**config.mk**
```make
export PLATFORM = sky130hd
export DESIGN_NAME = seg7_pattern_decoder
export DESIGN_NICKNAME = d
export VERILOG_FILES = /design/src/rtl/seg7_pkg.sv /design/src/rtl/seg7_pattern_lookup.sv /design/src/rtl/seg7_pattern_decoder.sv
export SDC_FILE = /design/constraint.sdc
export NUM_CORES = 1
export LEC_CHECK = 0
export ABC_AREA = 1
export CORE_MARGIN = 1
export CORE_UTILIZATION = 49
export DETAILED_ROUTE_END_ITERATION = 7
export MAX_ROUTING_LAYER = met4
export PLACE_DENSITY_LB_ADDON = 0.05
export SYNTH_ARGS = -nofsm -noshare
export SYNTH_HDL_FRONTEND = slang
export SYNTH_SLANG_ARGS = --single-unit
```
**constraint.sdc**
```tcl
create_clock -name clk -period 1.6 [get_ports clk]
set_input_delay 0.16 -clock clk [delete_from_list [all_inputs] [get_ports clk]]
set_output_delay 0.16 -clock clk [all_outputs]
set_load 0.01 [all_outputs]
```
**src/rtl/seg7_pkg.sv**
```systemverilog
// Shared 7-segment definitions for the hex encoder and the pattern decoder.
// Both blocks use this one code table.
// Patterns are active-low, with bit order {g,f,e,d,c,b,a}.
// Contents:
//   SEG_0..SEG_F  segment codes for hex digits 0..F
//   SEG_BLANK     all segments off
//   state_t       decoder FSM states
package seg7_pkg;

  localparam logic [6:0] SEG_0     = 7'h40;
  localparam logic [6:0] SEG_1     = 7'h79;
  localparam logic [6:0] SEG_2     = 7'h24;
  localparam logic [6:0] SEG_3     = 7'h30;
  localparam logic [6:0] SEG_4     = 7'h19;
  localparam logic [6:0] SEG_5     = 7'h12;
  localparam logic [6:0] SEG_6     = 7'h02;
  localparam logic [6:0] SEG_7     = 7'h78;
  localparam logic [6:0] SEG_8     = 7'h00;
  localparam logic [6:0] SEG_9     = 7'h10;
  localparam logic [6:0] SEG_A     = 7'h08;
  localparam logic [6:0] SEG_B     = 7'h03;
  localparam logic [6:0] SEG_C     = 7'h46;
  localparam logic [6:0] SEG_D     = 7'h21;
  localparam logic [6:0] SEG_E     = 7'h06;
  localparam logic [6:0] SEG_F     = 7'h0E;
  localparam logic [6:0] SEG_BLANK = 7'h7F;

  typedef enum logic {
    COLLECT = 1'b0,
    HOLD    = 1'b1
  } state_t;

endpackage

```
**src/rtl/seg7_pattern_lookup.sv**
```systemverilog
// Combinational reverse lookup from a segment pattern to a hex nibble.
// Ports:
//   seg_in  in   7  active-low pattern {g,f,e,d,c,b,a}
//   legal   out  1  pattern is one of the 16 digit codes
//   blank   out  1  pattern is all segments off
//   nibble  out  4  decoded value; 0 unless legal
module seg7_pattern_lookup
  import seg7_pkg::*;
(
  input  logic [6:0] seg_in,
  output logic       legal,
  output logic       blank,
  output logic [3:0] nibble
);

  always_comb begin
    legal  = 1'b1;
    blank  = 1'b0;
    nibble = 4'h0;
    case (seg_in)
      SEG_0:     nibble = 4'h0;
      SEG_1:     nibble = 4'h1;
      SEG_2:     nibble = 4'h2;
      SEG_3:     nibble = 4'h3;
      SEG_4:     nibble = 4'h4;
      SEG_5:     nibble = 4'h5;
      SEG_6:     nibble = 4'h6;
      SEG_7:     nibble = 4'h7;
      SEG_8:     nibble = 4'h8;
      SEG_9:     nibble = 4'h9;
      SEG_A:     nibble = 4'hA;
      SEG_B:     nibble = 4'hB;
      SEG_C:     nibble = 4'hC;
      SEG_D:     nibble = 4'hD;
      SEG_E:     nibble = 4'hE;
      SEG_F:     nibble = 4'hF;
      SEG_BLANK: begin
        legal = 1'b0;
        blank = 1'b1;
      end
      default:   legal = 1'b0;
    endcase
  end

endmodule

```
**src/rtl/seg7_pattern_decoder.sv**
```systemverilog
// This block decodes a stream of active-low 7-segment patterns back into hex nibbles.
// It packs NDIG nibbles per output word, with digit 0 in the least-significant bits.
// Each completed word is presented on a valid/ready output.
// Optional feature: define SEG7_ERR_CNT_EN to build a saturating illegal-pattern counter.
// Without it, err_count reads 0.
// Ports:
//   clk, rst    rising-edge clock and synchronous active-high reset
//   seg_in      active-low pattern {g,f,e,d,c,b,a}
//   seg_valid   seg_in is valid this cycle
//   seg_ready   block can accept seg_in; this depends only on the FSM state
//   word_out    packed nibbles (4*NDIG bits)
//   word_valid  word_out is valid
//   word_ready  consumer takes word_out
//   err_pulse   one-cycle pulse after an illegal pattern is accepted
//   err_count   saturating count of illegal patterns
module seg7_pattern_decoder
  import seg7_pkg::*;
#(
  parameter int unsigned NDIG  = 2,
  parameter int unsigned ERR_W = 8
) (
  input  logic                clk,
  input  logic                rst,
  input  logic [6:0]          seg_in,
  input  logic                seg_valid,
  output logic                seg_ready,
  output logic [4*NDIG-1:0]   word_out,
  output logic                word_valid,
  input  logic                word_ready,
  output logic                err_pulse,
  output logic [ERR_W-1:0]    err_count
);

  localparam int unsigned WORD_W = 4 * NDIG;
  localparam int unsigned IDX_W  = (NDIG > 1) ? $clog2(NDIG) : 1;
  localparam logic [IDX_W-1:0] LAST_IDX = IDX_W'(NDIG - 1);

  state_t            state;
  logic [IDX_W-1:0]  idx;
  logic [WORD_W-1:0] asm_word;
  logic [WORD_W-1:0] word_next;
  logic              lk_legal;
  logic              lk_blank;
  logic [3:0]        lk_nibble;
  logic              accept;
  logic              err_set;

  seg7_pattern_lookup u_lookup (
    .seg_in (seg_in),
    .legal  (lk_legal),
    .blank  (lk_blank),
    .nibble (lk_nibble)
  );

  assign seg_ready = (state == COLLECT);
  assign accept    = seg_valid & seg_ready;
  assign err_set   = accept & ~lk_legal & ~lk_blank;

  // Assembly word with the incoming nibble merged into the current slot
  always_comb begin
    word_next = asm_word;
    for (int unsigned i = 0; i < NDIG; i++) begin
      if (idx == IDX_W'(i)) word_next[4*i +: 4] = lk_nibble;
    end
  end

  // Collect / hold FSM with registered word, valid and error pulse
  always_ff @(posedge clk) begin
    if (rst) begin
      state      <= COLLECT;
      idx        <= '0;
      asm_word   <= '0;
      word_out   <= '0;
      word_valid <= 1'b0;
      err_pulse  <= 1'b0;
    end else begin
      err_pulse <= 1'b0;
      case (state)
        COLLECT: begin
          if (accept && lk_legal) begin
            asm_word <= word_next;
            if (idx == LAST_IDX) begin
              word_out   <= word_next;
              word_valid <= 1'b1;
              idx        <= '0;
              state      <= HOLD;
            end else begin
              idx <= idx + IDX_W'(1);
            end
          end else if (err_set) begin
            // Partial word is abandoned; stale slots are overwritten before reuse
            err_pulse <= 1'b1;
            idx       <= '0;
          end
        end
        HOLD: begin
          if (word_ready) begin
            word_valid <= 1'b0;
            state      <= COLLECT;
          end
        end
        default: state <= COLLECT;
      endcase
    end
  end

`ifdef SEG7_ERR_CNT_EN
  logic [ERR_W-1:0] err_cnt;

  // Counts alongside err_pulse and sticks at all-ones
  always_ff @(posedge clk) begin
    if (rst) begin
      err_cnt <= '0;
    end else if (err_set && (err_cnt != {ERR_W{1'b1}})) begin
      err_cnt <= err_cnt + ERR_W'(1);
    end
  end

  assign err_count = err_cnt;
`else
  assign err_count = '0;
`endif

endmodule
```
==> summary.txt <==
Run status
  • Status: finished, final reports clean

Clock network
  • CTS sink cnt: 16
  • CTS Buf Count: 3
  • Postcts setup bufs: 0
  • Hold_buf cts: 0
  • Max Root-Sink Buffers: 2
  • Clock transition at path regs: 0.08 ns
  • CTS tree: done
  • Clock root buffer: clkbuf_4
  • H-tree Lvls: 1
  • Clk_lat worst skew: 0.28 ns

Worst setup path
  • Cell Chain, Critical Path: dlygate4sd2_1, nor2_2, nand2_2, nor2_2, nor2_2, nand2_2, nor2_2, nand2_4, buf_4, nand4_1, nand2_1, nor2_1
  • CP required: 1.78 ns
  • Critical path type: in -> reg
  • Crit end category: flop
  • CP Max Fanout: 6
  • Startpoint Class: input pin
  • CP arrival: 1.60 ns
  • Crit-path max cell delay: 0.30 ns
  • Crit path top cell by count: nor2_2
  • CP max-delay cell: dlygate4sd2_1

Power and ir drop
  • Lkg Pwr: 0.000918 uW
  • PwrDens: 475 nW/um2
  • Maximum vdd drop: 0.636 mV

Placement
  • IO Port Bufs: 21
  • HPWL Detailed: 2210 um
  • Area after DPL: 1600 um2
  • Routability cong.: 0.891

Final layout
  • Design Area, Final: 1670 um2
  • Fin nets: 283
  • Diode count: 0
  • Ratio of cells with drive above 1 in the final layout: 0.181
  • P&R area growth vs syn: 32.9%

Synthesis
  • Synth top area share: 0.255
  • Number of synthesized register bits: 16
  • Synthesized area per cell: 5.50 um2
  • Async S/R FF share, synth: 0
  • Post-Syn Area: 1250 um2
  • Post-synth EDFFs: 0
  • Synth cell types: 23
  • Cells after synthesis: 228
  • Synth area leader: dfxtp_1
  • Synth top area cells: dfxtp_1 (26%), nand2_1 (24%), nor2_1 (14%)
  • Yosys warning count: 0
  • Seq/Total Area, Yosys: 0.255
  • Most common flop cell mapped by yosys: dfxtp_1

Route
  • First drt pass iteration count: 4
  • Drt via density: 4.66
  • WL final: 2860 um
  • Routed Antenna Nets: 0
  • DR iter-0 viols: 38
  • DRC: 0
  • Avg WL per Cell: 9.60 um
  • Total vias in the final route: 1,390

STA
  • Worst slew pin tran: 0.528 ns
  • Worst Skew: 0.00471 ns
  • Rel. slew slack: 0.648
  • Final-report setup violation count: 0
  • Final Hold Fails: 0
  • RSZ-0062 raised after global routing: no
  • Final worst path period need: 1.42 ns
  • Pins Over Slew Limit: 0
  • Setup TNS: 0 ns
  • Part of the cycle the worst path needs: 0.885
  • Fmax achieved: 706 MHz

Die
  • Core footprint: 2320 um2
  • Die Footprint: 2770 um2
  • Starting Density: 0.541
  • Vert. Die Dim: 52.6 um
  • Ports: 30
  • FP Rows: 17
  • Die W: 52.6 um

GRT
  • Initial antenna violation count: 0
  • Gr ovfl total: 0
  • First-pass GRT wire length: 4860 um
  • Vias in the first global route: 1,125
  • Total track usage: 0.245
  • Largest net degree at the start of global routing: 14

Min path
  • Hold/Removal Path Class: reg -> reg

Job
  • Max-cap violation count: 0
path summary, 6_finish.rpt:
check / cells after the start / from / end / slack [ns]
worst max-delay path: 12 / seg_in[0] / word_out[7] / 0.18
worst min-delay path: 2 / state / state / 0.47
worst max register to register: 5 / state / err_pulse / 0.35
worst min register to register: 2 / state / state / 0.47
cell usage after synthesis, types with 3 or more instances:
| cell type | instances |
|---|---|
| a21oi_1 | 7 |
| buf_4 | 8 |
| inv_2 | 3 |
| dfxtp_1 | 16 |
| nand2_1 | 80 |
| o21ai_0 | 3 |
| nor2_1 | 46 |
| nand4_1 | 5 |
| nor2_2 | 8 |
| inv_1 | 31 |
| nand3_1 | 5 |
| nand2_2 | 5 |
worst max-delay path: cells and delay by family:
family | cells | cell delay [ns]
simple gates | 10 | 1.00
buf+inv | 2 | 0.44
timing repair:
action                     CTS  global route
pin swaps                    2             1
setup endpoints to repair   13            16
resized for setup            5             9
cloned                       1             0
cell type report:
type                            instances  area, um2
Sequential cell                        16        320
Timing Repair Buffer                   42        382
Multi-Input combinational cell        174        777
Clock buffer                            3       22.5
Fill cell                             215        651
Tap cell                               28       35.0
Inverter                               35        131
state kept, by name (all words and copies together) (netlist names):
name and cells:
err_pulse 1, word_valid 1, state 1, idx 1
word_out 8, asm_word 4
where the power goes:
part           internal, uW  switching (uW)  total (uW)
Clock                  87.4             114         202
Sequential              402            5.28         407
Combinational          75.5             107         183
layout by cell type, fill, tap and decap left out, drive strengths merged:
cell / Yosys / layout
o31ai: 1 / 1
conb: 1 / 8
nand3: 6 / 7
inv: 34 / 34
a21oi: 8 / 8
clkinv: 1 / 1
dfxtp: 16 / 16
clkdlybuf4s50: 0 / 14
clkbuf: 1 / 3
nor3: 1 / 1
nor2b: 1 / 1
dlymetal6s2s: 0 / 6
nand4: 5 / 5
dlygate4sd2: 0 / 1
nor2: 54 / 54
nand2: 86 / 86
buf: 10 / 21
o21ai: 3 / 3
cells by family after synthesis:
| logic type | Yosys count | synth area share |
|---|---|---|
| and+or+nand+nor | 153 | 0.518 |
| buffers and inverters | 46 | 0.170 |
| DFF | 16 | 0.255 |
| AOI/OAI and AO/OA | 12 | 0.0528 |
| other | 1 | 0.00299 |
layer usage:
layer | vias up | share of wire | routed length, um | track usage
met5 | - | 0 | 0 | -
li1 | 756 | - | - | -
met1 | 578 | 0.50 | 1430 | 0.361
met2 | 54 | 0.41 | 1180 | 0.331
met4 | 0 | 0.0028 | 8 | 0.0526
met3 | 2 | 0.083 | 238 | 0.0609
stage by stage:
| step | setup WS, ns | util | power [uW] | instances | hold slack, ns |
|---|---|---|---|---|---|
| detailed placement | -0.385 | 0.691 | 592 | 294 | 0.459 |
| global route | 0.0478 | 0.719 | 838 | 298 | 0.490 |
| floorplan | 0.290 | - | 521 | 235 | 0.332 |
| CTS | -0.000531 | 0.711 | 798 | 298 | 0.472 |
| finish | 0.184 | 0.719 | 792 | 298 | 0.472 |
| global placement | -0.342 | 0.691 | 593 | 294 | 0.459 |
Power figures use the tool's default switching activity.
